--- src/rtl/sev_seg_scan_driver.sv ---
// ---------------------------------------------------------------------------
// sev_seg_scan_driver
//   Feeds a 4-digit common-anode seven-segment display. A 14-bit binary amount
//   is captured on a load strobe and converted to four BCD digits with a
//   sequential shift-add-3 (double-dabble) engine. The committed digits are
//   time-multiplexed onto one shared BCD bus with active-low anode enables
//   and optional leading-zero blanking.
//
// Parameters
//   REFRESH_DIV : clock cycles each digit stays lit (2 .. 2**CNT_W)
//   CNT_W       : refresh counter width, 2**CNT_W >= REFRESH_DIV
//
// Ports
//   clk      in   system clock, rising edge
//   rst_n    in   asynchronous active-low reset
//   load     in   single-cycle strobe: capture value and start conversion
//   value    in   [13:0] binary amount to display
//   blank_lz in   1 = suppress leading zeros on digits 3..1
//   busy     out  conversion in progress
//   done     out  one-cycle pulse when new digits are committed
//   ovf      out  latched 1 if the last loaded value exceeded 9999
//   LED_BCD  out  [3:0] BCD digit of the currently selected position
//   anode_n  out  [3:0] active-low digit enables, bit 0 = ones digit
// ---------------------------------------------------------------------------
module sev_seg_scan_driver #(
  parameter int REFRESH_DIV = 100000,
  parameter int CNT_W       = 17
) (
  input  logic        clk,
  input  logic        rst_n,
  input  logic        load,
  input  logic [13:0] value,
  input  logic        blank_lz,
  output logic        busy,
  output logic        done,
  output logic        ovf,
  output logic [3:0]  LED_BCD,
  output logic [3:0]  anode_n
);

  typedef enum logic [1:0] {
    S_IDLE   = 2'd0,
    S_SHIFT  = 2'd1,
    S_COMMIT = 2'd2
  } state_t;

  localparam logic [CNT_W-1:0] REFRESH_LAST = CNT_W'(REFRESH_DIV - 1);

  state_t       r_state;
  state_t       w_state_nxt;

  logic [13:0]  r_bin;      // binary shift register, MSB shifted out first
  logic [13:0]  r_val;      // captured value, kept for the range check
  logic [15:0]  r_acc;      // BCD accumulator
  logic [3:0]   r_bitcnt;   // remaining shift steps
  logic [15:0]  r_dig;      // committed display digits, nibble k = digit k
  logic         r_busy;
  logic         r_done;
  logic         r_ovf;

  logic [CNT_W-1:0] r_refresh;
  logic [1:0]       r_sel;

  logic         w_latch;
  logic         w_shift;
  logic         w_commit;
  logic         w_ovf;
  logic [15:0]  w_acc_adj;
  logic [3:0]   w_zero;
  logic         w_blank;

  // Add 3 to every BCD nibble that is 5 or more, ahead of the left shift.
  function automatic logic [15:0] dabble_adj(input logic [15:0] acc);
    logic [15:0] res;
    res = 16'd0;
    for (int k = 0; k < 4; k++) begin
      if (acc[4*k +: 4] >= 4'd5) begin
        res[4*k +: 4] = acc[4*k +: 4] + 4'd3;
      end else begin
        res[4*k +: 4] = acc[4*k +: 4];
      end
    end
    return res;
  endfunction

  // Converter state register.
  always_ff @(posedge clk or negedge rst_n) begin
    if (!rst_n) begin
      r_state <= S_IDLE;
    end else begin
      r_state <= w_state_nxt;
    end
  end

  // Converter next-state logic; load outside IDLE is deliberately ignored.
  always_comb begin
    w_state_nxt = r_state;
    case (r_state)
      S_IDLE: begin
        if (load) begin
          w_state_nxt = S_SHIFT;
        end else begin
          w_state_nxt = S_IDLE;
        end
      end
      S_SHIFT: begin
        if (r_bitcnt == 4'd1) begin
          w_state_nxt = S_COMMIT;
        end else begin
          w_state_nxt = S_SHIFT;
        end
      end
      S_COMMIT: w_state_nxt = S_IDLE;
      default:  w_state_nxt = S_IDLE;
    endcase
  end

  // Converter control decode.
  always_comb begin
    w_latch  = 1'b0;
    w_shift  = 1'b0;
    w_commit = 1'b0;
    case (r_state)
      S_IDLE:   w_latch  = load;
      S_SHIFT:  w_shift  = 1'b1;
      S_COMMIT: w_commit = 1'b1;
      default: begin
        w_latch  = 1'b0;
        w_shift  = 1'b0;
        w_commit = 1'b0;
      end
    endcase
  end

  assign w_acc_adj = dabble_adj(r_acc);
  assign w_ovf     = (r_val > 14'd9999);

  // Conversion datapath; display digits only change in the commit cycle.
  always_ff @(posedge clk or negedge rst_n) begin
    if (!rst_n) begin
      r_bin    <= 14'd0;
      r_val    <= 14'd0;
      r_acc    <= 16'd0;
      r_bitcnt <= 4'd0;
      r_dig    <= 16'd0;
      r_busy   <= 1'b0;
      r_done   <= 1'b0;
      r_ovf    <= 1'b0;
    end else begin
      r_done <= w_commit;
      if (w_latch) begin
        r_bin    <= value;
        r_val    <= value;
        r_acc    <= 16'd0;
        r_bitcnt <= 4'd14;
        r_busy   <= 1'b1;
      end else if (w_shift) begin
        {r_acc, r_bin} <= {w_acc_adj[14:0], r_bin, 1'b0};
        r_bitcnt       <= r_bitcnt - 4'd1;
      end else if (w_commit) begin
        r_busy <= 1'b0;
        r_ovf  <= w_ovf;
        r_dig  <= w_ovf ? 16'hEEEE : r_acc;
      end
    end
  end

  // Refresh counter and digit select, free running after reset.
  always_ff @(posedge clk or negedge rst_n) begin
    if (!rst_n) begin
      r_refresh <= '0;
      r_sel     <= 2'd0;
    end else if (r_refresh == REFRESH_LAST) begin
      r_refresh <= '0;
      r_sel     <= r_sel + 2'd1;
    end else begin
      r_refresh <= r_refresh + CNT_W'(1);
    end
  end

  // Zero flags of the committed digits, used for leading-zero blanking.
  always_comb begin
    w_zero = 4'd0;
    for (int k = 0; k < 4; k++) begin
      w_zero[k] = (r_dig[4*k +: 4] == 4'd0);
    end
  end

  // A digit is blanked when it and every digit above it are zero.
  always_comb begin
    w_blank = 1'b0;
    if (blank_lz && !r_ovf) begin
      case (r_sel)
        2'd0:    w_blank = 1'b0;
        2'd1:    w_blank = w_zero[1] & w_zero[2] & w_zero[3];
        2'd2:    w_blank = w_zero[2] & w_zero[3];
        2'd3:    w_blank = w_zero[3];
        default: w_blank = 1'b0;
      endcase
    end else begin
      w_blank = 1'b0;
    end
  end

  // Scan outputs are decoded from registered state so the decoder sees
  // the new digits in the same cycle that done pulses.
  always_comb begin
    LED_BCD = r_dig[4*r_sel +: 4];
    if (w_blank) begin
      anode_n = 4'b1111;
    end else begin
      anode_n = ~(4'b0001 << r_sel);
    end
  end

  assign busy = r_busy;
  assign done = r_done;
  assign ovf  = r_ovf;

endmodule

--- config.mk ---
export PLATFORM = sky130hd
export DESIGN_NAME = sev_seg_scan_driver
export DESIGN_NICKNAME = d
export VERILOG_FILES = /design/src/rtl/sev_seg_scan_driver.sv
export SDC_FILE = /design/constraint.sdc
export NUM_CORES = 1
export LEC_CHECK = 0
export BUFFER_PORTS_ARGS = -buffer_cell sky130_fd_sc_hd__buf_4
export CAP_MARGIN = 30
export CORE_UTILIZATION = 49
export DETAILED_ROUTE_END_ITERATION = 6
export PLACE_DENSITY_LB_ADDON = 0.3
export SLEW_MARGIN = 20
export SYNTH_ARGS = -nofsm -noshare
export SYNTH_HDL_FRONTEND = slang
export SYNTH_SLANG_ARGS = --single-unit
--- constraint.sdc ---
create_clock -name clk -period 2.55 [get_ports clk]
set_input_delay 0.1275 -clock clk [delete_from_list [all_inputs] [get_ports clk]]
set_output_delay 0.1275 -clock clk [all_outputs]
set_load 0.005 [all_outputs]
==> out/summary.md, run 1 <==
The tools report the total power of the final layout as 0.00446 W. The area of the die was 8700 sq um; the total count of max-transition violations in the final report was 0. The tools report the number of antenna violations at the first check in global routing as 0. After synthesis the cells add up to 4080 sq um. The longest clock path from root to sink contains 2 buffers. The slew at the pin with the worst max-slew slack is 649 ps. Global routing used 20.9% of the available tracks. For the arrival time at the worst endpoint, the log shows 2130 ps.

The clock-pin slew reported for the worst setup and hold paths after clock tree synthesis is 90 ps, and the max-capacitance violation count is 0. The logs give 350 ps for the clock latency on the worst-skew pair and 0 ps for the accumulated negative setup slack. The launch point of the critical path was r_sel[0]$_DFFE_PN0N_.

The floorplan step set the die height to 93.3 um. The synthesized design contains 0 enable-type register cells. The worst register-to-register path ends at r_dig[14]$_DFFE_PN0P_. In this run, synthesis produced a sequential element count of 84. Measured in cells, the most critical reg-to-reg path has a length of 4.

In this run, flip-flops and latches consume 45.5% of the power. Measured against its own limit, the worst slew margin works out to 56.7%. Number of vias after detailed routing: 3,025. The run gives 3.33% as the global routing usage on met3. From synthesis to final layout, the design area changed by 15.0%. For this run, global-route usage on met1 was measured as 29.0%. The global-route wire length before repair came out at 14.0 mm. Quantity of I/O buffers inserted on ports: 28. The worst reg2reg path startpoint was r_state[1]$_DFF_PN0_. The run gives 0 as the count of final setup violators.

The post-synthesis sequential area ratio was 51.5%; the proportion of power drawn by combinational gates was 34.0%. The flow ran to the end, and the final reports show no timing, DRC or antenna violations. The run gives 5.66 mm as the post-detailed-placement half-perimeter wirelength. Leaving out fill and tap cells, the most frequent cell in the layout is dfrtp_1. For this run, design rule violations remaining after detail routing come to 0. The logs give 3 for the number of H-tree levels and 0 for the hold violation total from the final report. Dividing the detail-routed wire length by the instance count gives 15.6 um. The layer with the highest usage after global routing was met2.

The initial utilization of the core area, before any placement, comes to 51.8%. The number of global-route vias before repair came out at 2,949. The number of setup buffers added after CTS is 0.

Summed over all cells, the static leakage comes to 2.16 nW. The logs give 10.4 ps for the final worst clock skew and 9 for the total CTS buffers. The first detailed-routing pass took 4 iterations. In this run switching power makes up 35.9% of total power. The met2 track demand over resource in global routing was 32.5%.

The critical path is of the reg2out type. The ratio of total power to cell area is 949 nW/um^2, and the global-route congestion overflow total is 0. Following the worst setup path forward leads to its endpoint at anode_n[1].

Final net count: 465. The via density per instance was 5.62. The count of clock tree sinks came out at 84. The core region is 7890 sq um. Pin placement for this block handled 29 I/O pins. Counting flops with an async set or reset pin after synthesis yields a share of 100%. Net count after synthesis: 428. Row generation in the floorplan step produced 32 rows.

The proportion of layout cells with a drive suffix above 1 is 14.4%. Final critical path time including I/O delays and setup: 2260 ps. In the layout the commonest cells are 84 x dfrtp_1, 53 x nand2_1, 33 x buf_4. Wires add up to 8.39 mm. After synthesis, the mean cell area works out to 10.4 sq um.

VDD sags by at most 0.441 mV. The run gives 0 as the number of diodes added for antenna fixing. The achievable clock frequency is 0.443 GHz, and the horizontal die dimension is 93.3 um.

The remaining antenna violation count after routing came out at 0. The final critical path takes up 88.4% of the cycle. In this run the worst path has a maximum fanout of 8. The count of warnings emitted by yosys is 0. Capturing element type of the critical path: an output port. The clock network power share came out at 20.5%.

TritonCTS built the clock tree. DRC violation total after the first TritonRoute iteration: 89. For this run, the leading register cell type out of synthesis is dfrtp_1. Entering global routing, the biggest net connects 46 pins.

The power spent charging and discharging nets was 0.00160 W; the data required time of the critical path was 2420 ps. Class of the worst hold path: in2reg. Yosys mapped the design onto 50 distinct sky130hd cell types. The register-to-register setup slack was 590 ps.

The worst setup path is launched from a flip-flop. The library cell used as clock root buffer is clkbuf_8. Setup repair after global routing left no endpoint under its margin. Hold is met by 25.2 ps. The internal power component is 0.00286 W, and the gate count of the mapped netlist is 394.

The congestion estimate from routability-driven global placement came to 0.798.
==> per-layer routing <==
layer / vias up / routed length, um
met2: 39 / 3930
met4: 0 / 126
li1: 1451 / -
met5: - / 0
met3: 10 / 223
met1: 1525 / 4110
==> cells by family after synthesis <==
kind of cell	Yosys count	synth area share, %
multiplexers	9	3.55
adder cells (fa/ha/maj)	16	4.90
AO/OA/AOI/OAI	96	15.9
AND/OR/NAND/NOR	131	15.7
XOR/XNOR	23	4.93
buffers and inverters	35	3.52
flip-flops	84	51.5
==> Yosys cell counts, types with 2 or more instances <==
master / n / share of area (%)
a21oi_1: 23 / 2.8
a22oi_1: 13 / 2.4
a31oi_1: 2 / 0.31
a32o_1: 4 / 0.98
and3_1: 3 / 0.46
buf_2: 4 / 0.49
clkbuf_1: 14 / 1.3
dfrtp_1: 84 / 51
ha_1: 16 / 4.9
inv_1: 15 / 1.4
mux2_2: 3 / 0.83
mux4_2: 4 / 2.2
nand2_1: 53 / 4.9
nand2b_1: 7 / 1.1
nand3_1: 7 / 0.86
nand4_1: 4 / 0.61
nor2_1: 22 / 2.0
nor2b_1: 15 / 2.3
nor3_1: 5 / 0.61
nor4_1: 4 / 0.61
nor4b_1: 2 / 0.43
o21ai_0: 14 / 1.7
o21ai_1: 12 / 1.5
o22a_1: 8 / 1.7
o22ai_1: 4 / 0.61
o31ai_1: 5 / 0.92
o32ai_1: 3 / 0.64
xnor2_1: 15 / 3.2
xor2_1: 8 / 1.7
==> how the worst min path moves through the flow <==
stage / to / cells after the start / start / slack (ps)
finish: r_val[13]$_DFFE_PN0P_ / 3 / value[13] / 30
global route: r_val[13]$_DFFE_PN0P_ / 3 / value[13] / 40
CTS: r_val[13]$_DFFE_PN0P_ / 3 / value[13] / 10
detailed placement: r_dig[9]$_DFFE_PN0P_ / 1 / rst_n / 150
global placement: r_bin[0]$_DFFE_PN0P_ / 3 / value[0] / 320
floorplan: busy$_DFFE_PN0P_ / 0 / rst_n / -170
==> metrics by stage <==
step                      setup WS [ps]  utilization, %  cells  instance area [sq um]
final                               295            59.5    538                   4700
after global routing                128            59.5    538                   4700
after CTS                           295            59.5    538                   4700
after detailed placement            643            55.8    511                   4400
after global placement              743            55.5    510                   4380
after floorplan                     867               -    394                   4080
==> area by class of cell <==
| cell class | instances | area [sq um] |
|---|---|---|
| Clock buffer | 11 | 131 |
| Clock inverter | 5 | 52.6 |
| Fill cell | 662 | 3190 |
| Inverter | 16 | 60.1 |
| Multi-Input combinational cell | 275 | 1840 |
| Sequential cell | 84 | 2100 |
| Tap cell | 102 | 128 |
| Timing Repair Buffer | 45 | 385 |
==> repair_timing <==
item	4_1_cts	5_1_grt
hold endpoints to repair	49	0
hold buffers	11	0
setup endpoints to repair	0	0
gates resized for setup	0	0
==> worst max-delay path: stages, from the launching register on <==
cell and delay [ps]:
dfrtp_1 610, inv_1 160, ha_1 340, nor3b_1 140
o211a_1 130, o21bai_1 180, nand2_1 80, buf_4 130
==> state kept, by name, indices dropped and copies added, names as in the netlist <==
register / flops
busy: 1
done: 1
ovf: 1
r_acc: 16
r_bin: 14
r_bitcnt: 4
r_dig: 16
r_refresh: 17
r_sel: 2
r_state: 2
r_val: 10
==> power by group through the flow <==
| stage | sequential (W) | combinational [W] | clock [W] |
|---|---|---|---|
| floorplan | 0.00192 | 0.00118 | 0 |
| global placement | 0.00203 | 0.00145 | 0 |
| detailed placement | 0.00204 | 0.00150 | 0 |
| CTS | 0.00202 | 0.00152 | 0.000934 |
| global route | 0.00207 | 0.00170 | 0.00100 |
| finish | 0.00203 | 0.00151 | 0.000915 |
Note: power is estimated with default switching activity, not from simulation.
==> run 2, diff against run 1 <==
--- a/config.mk
+++ b/config.mk
@@ -5,10 +5,12 @@
 export SDC_FILE = /design/constraint.sdc
 export NUM_CORES = 1
 export LEC_CHECK = 0
+export ABC_AREA = 1
 export BUFFER_PORTS_ARGS = -buffer_cell sky130_fd_sc_hd__buf_4
 export CAP_MARGIN = 30
 export CORE_UTILIZATION = 49
 export DETAILED_ROUTE_END_ITERATION = 6
+export GPL_TIMING_DRIVEN = 0
 export PLACE_DENSITY_LB_ADDON = 0.3
 export SLEW_MARGIN = 20
 export SYNTH_ARGS = -nofsm -noshare
==> run 2 against run 1 <==
Net effect:
- sequential power increased by 3%
- core utilization decreased by 0.42 points
- highest routed layer unchanged
- routed wire length increased by 4.8%
- largest cell class unchanged
- critical endpoint unchanged
- critical path depth increased by 2
==> out/summary.md, run 2 <==
The run finished with clean final reports. The accumulated negative setup slack came out at 0 ps (unchanged). The internal power component was 0.00297 W (+3.8%).

For the static leakage, the log shows 2.55 nW (+18%). The library cell used most frequently in the layout, excluding fill and tap cells, is nand2_1. The worst hold path begins at value[5]. The tools report the number of gates given a new drive strength after cts as 0 (unchanged). STA classifies the critical path endpoint as an output port. The tools report the detailed-router iteration count before antenna repair as 4 (unchanged). The standard cell core area was 8380 sq um (+6.3%); the max-capacitance violation count was 0 (unchanged). Counting instances in the post-synthesis netlist gives the leading cell types as 177 x nand2_1, 84 x dfrtp_1, 77 x inv_1. The number of cells on the worst reg-to-reg path was 8 (+4). The register bank with the most flops was r_refresh.

The tools report the final worst clock skew as 4.88 ps (-5.52 ps). The gate count of the mapped netlist is 572 (+45%). The tightest min-delay check is of the in2reg type. For the number of global-route vias before repair, the log shows 3,561 (+21%). By instance count, the cell type seen most on the critical path is nand2_1. Of all cell types, the one taking the most synthesized area is dfrtp_1. The run gives 51.6% (-0.20 points) as the starting density of the core. The maximum vdd ir drop is 0.533 mV (+21%), and the global-route usage over all layers is 21.8% (+0.94 points). The final net count is 652 (+40%). The DRC violation total after the first TritonRoute iteration was 174 (+96%); the height of the die was 95.9 um (+2.8%).

Setup repair after global routing left no endpoint under its margin. The relative max-transition margin is 70.2% (+13 points), and the pre-CTS setup slack is 437 ps (-206 ps). The horizontal die dimension is 95.9 um (+2.8%), and the ratio of total power to cell area is 973 nW/um^2 (+2.5%). Proportion of power drawn by flip-flops and latches: 43.3% (-2.2 points). The final critical path time including I/O delays and setup came out at 2200 ps (-50.1 ps). The logs give 29 (unchanged) for the number of top-level pins and 0 (unchanged) for the number of diodes added for antenna fixing. From synthesis to final layout, the design area changed by 14.6%. The proportion of synthesized area in mux cells is 0% (-3.6 points). The worst hold path endpoint was r_val[5]$_DFFE_PN0P_. The largest registers in the layout are r_refresh x17, r_acc x16, r_dig x16.

The register-to-register setup slack was 990 ps (+400 ps). The ratio of final minimum period to clock period is 86.5% (-2.0 points), and the remaining antenna violation count after routing is 0 (unchanged). The total power of the final layout came out at 0.00482 W (+8.2%). The tools report the startpoint type of the worst setup path as a flip-flop. The fraction of synthesis flops using an asynchronous set or reset pin was 100% (unchanged).

Reg-to-reg endpoint: r_refresh[16]$_DFF_PN0_. The primary flip-flop cell chosen by synthesis mapping is dfrtp_1. The most common cell in the synthesized netlist is nand2_1. The slowest stage of the critical path is the dfrtp_1 cell. The clock-pin slew reported for the worst setup and hold paths after clock tree synthesis came out at 80 ps (about the same). The worst-case clock buffer depth was 2 (unchanged); the number of H-tree levels was 3 (unchanged).

The cell count of the worst hold path came out at 3 (unchanged). For the post-detailed-placement half-perimeter wirelength, the log shows 6.45 mm (+14%). For the clock latency on the worst-skew pair, the log shows 340 ps (about the same).

The library cell used as clock root buffer is clkbuf_8. The slew at the pin with the worst max-slew slack is 447 ps (-202 ps). The global-route congestion overflow total was 0 (unchanged); the cell area after synthesis was 4320 sq um (+5.9%). TritonCTS built the clock tree. The delay of the slowest critical-path stage was 540 ps (-70 ps); the post-synthesis compound-gate area fraction was 10.4% (-5.5 points). The fraction of power spent switching nets is 38.5% (+2.6 points), and the average cell area after synthesis is 7.56 sq um (-27%). The power spent charging and discharging nets is 0.00186 W (+16%), and the quantity of I/O buffers inserted on ports is 28 (unchanged). The arrival time at the worst endpoint is 2080 ps (-50 ps), and the maximum number of pins on one net before global-route repair is 54 (+17%). The count of final setup violators came out at 0 (unchanged).

In this run the critical register-to-register path is launched from r_refresh[0]$_DFF_PN0_. The library cells used most frequently in the layout, excluding fill and tap cells, are 177 x nand2_1, 84 x dfrtp_1, 77 x inv_1. The total count of max-transition violations in the final report came out at 0 (unchanged). The logs give 19.3% (-1.2 points) for the clock network power share and 8.78 mm (+4.8%) for the sum of routed wire length over all layers. The total CTS buffers came out at 9 (unchanged).

The count of clock tree sinks was 84 (unchanged). For the routability congestion estimate, the log shows 0.814 (+2.0%). The synthesized flop and latch total came out at 84 (unchanged). The hold violation total from the final report is 0 (unchanged), and the utilization after layout is 59.1% (-0.42 points). The number of enable-type register cells in the synthesized netlist is 0 (unchanged), and the number of vias after detailed routing is 3,650 (+21%). The area share of the largest cell type after synthesis was 48.6% (-2.8 points); the proportion of layout cells with a drive suffix above 1 was 9.81% (-4.6 points).

After synthesis, the cell types taking the most area are dfrtp_1 49%, nand2_1 15%, inv_1 6.7%. The post-route DRC violation count was 0 (unchanged); the xor and xnor fraction of the mapped netlist area was 1.82% (-3.1 points). The run gives 23 (-54%) as the count of different cell masters after synthesis. The tools report the area of the die as 9200 sq um (+5.7%). The post-layout worst setup margin is 345 ps (+50.1 ps), and the simple-gate share of the synthesized area is 25.8% (+10 points). Global-route wire length before repair: 15.5 mm (+11%). Final worst hold slack: 4.19 ps (-21.0 ps).

The flip-flop count of the largest register after layout was 17 (unchanged); the largest fanout on the critical path was 13 (+5). The adder and majority gate portion of the synthesized area was 4.63% (-0.27 points). The signal on the critical path passes through inv_1 -> ha_1 -> nand2_1 -> nor2_1 -> nand3_1 -> nand2_1 -> nand2_1 -> nand2_1 -> buf_4.

Via density per instance: 5.02 (-11%). The run gives 33 (+3.1%) as the placement row count. In this run the worst setup path begins at r_sel[0]$_DFFE_PN0N_. The logs give 0.454 GHz (+2.3%) for the achievable clock frequency and 37.4% (+3.4 points) for the proportion of power drawn by combinational gates. The wire length per cell after detailed routing was 12.1 um (-22%); the count of warnings emitted by yosys was 0 (unchanged).

The post-synthesis sequential area ratio is 48.6% (-2.8 points). The classification of the worst setup path is reg2out. The net count after synthesis is 606 (+42%), and the number of setup buffers added after CTS is 0 (unchanged). The number of antenna violations at the first check in global routing was 0 (unchanged). The dominant combinational cell family by area after synthesis is simple AND/OR/NAND/NOR gates. The data required time of the critical path was 2420 ps (about the same).
## run 2: worst max path at each step
| stage | end | slack [ps] | depth (start not counted) |
|---|---|---|---|
| floorplan | anode_n[1] | 860 | 10 |
| finish | anode_n[1] | 350 | 9 |
| global route | anode_n[1] | 120 | 9 |
| global placement | anode_n[2] | 500 | 11 |
| CTS | anode_n[1] | 40 | 11 |
| detailed placement | anode_n[1] | 440 | 11 |
## run 2: critical path, delay by kind of cell (launching register included)
| kind | cells | cell delay (ps) |
|---|---|---|
| adder cells (fa/ha/maj) | 1 | 390 |
| AND/OR/NAND/NOR | 6 | 430 |
| flip-flops | 1 | 540 |
| buffers and inverters | 2 | 370 |
## run 2: power by group through the flow
stage	clock, W	sequential [W]	combinational, W
floorplan	0	0.00202	0.00136
global route	0.00101	0.00214	0.00213
CTS	0.000961	0.00208	0.00182
detailed placement	0	0.00211	0.00180
finish	0.000931	0.00209	0.00180
global placement	0	0.00209	0.00173
## run 2: timing repair
item | in CTS | in global routing
hold endpoints to repair | 38 | 0
setup endpoints to repair | 0 | 3
hold buffers | 8 | 0
## run 2: area by class of cell
type | instances | area [sq um]
clock buffers | 11 | 141
fillers | 757 | 3430
clock inverters | 4 | 50.0
flip-flops and latches | 84 | 2100
inverters | 81 | 307
plain buffers | 13 | 63.8
multi-input cells | 392 | 1840
well taps | 105 | 131
repair buffers | 37 | 318
## run 2: routing by layer
layer | share of wire, % | global-route usage, %
met3 | 4.2 | 3.87
met1 | 48 | 28.1
met4 | 0.69 | 7.59
met5 | 0 | 0
met2 | 47 | 37.0
## run 2: cell families after synthesis
| family | count (synthesis) |
|---|---|
| AND/OR/NAND/NOR | 281 |
| flip-flops | 84 |
| XOR/XNOR | 9 |
| adder cells (fa/ha/maj) | 16 |
| buffers and inverters | 96 |
| AO/OA/AOI/OAI | 86 |
## run 2: stage by stage
stage          std cells  cell area, sq um
4_1_cts              729              4960
3_3_place_gp         705              4660
3_5_place_dp         706              4690
6_report             727              4960
5_1_grt              727              4960
2_1_floorplan        572              4320
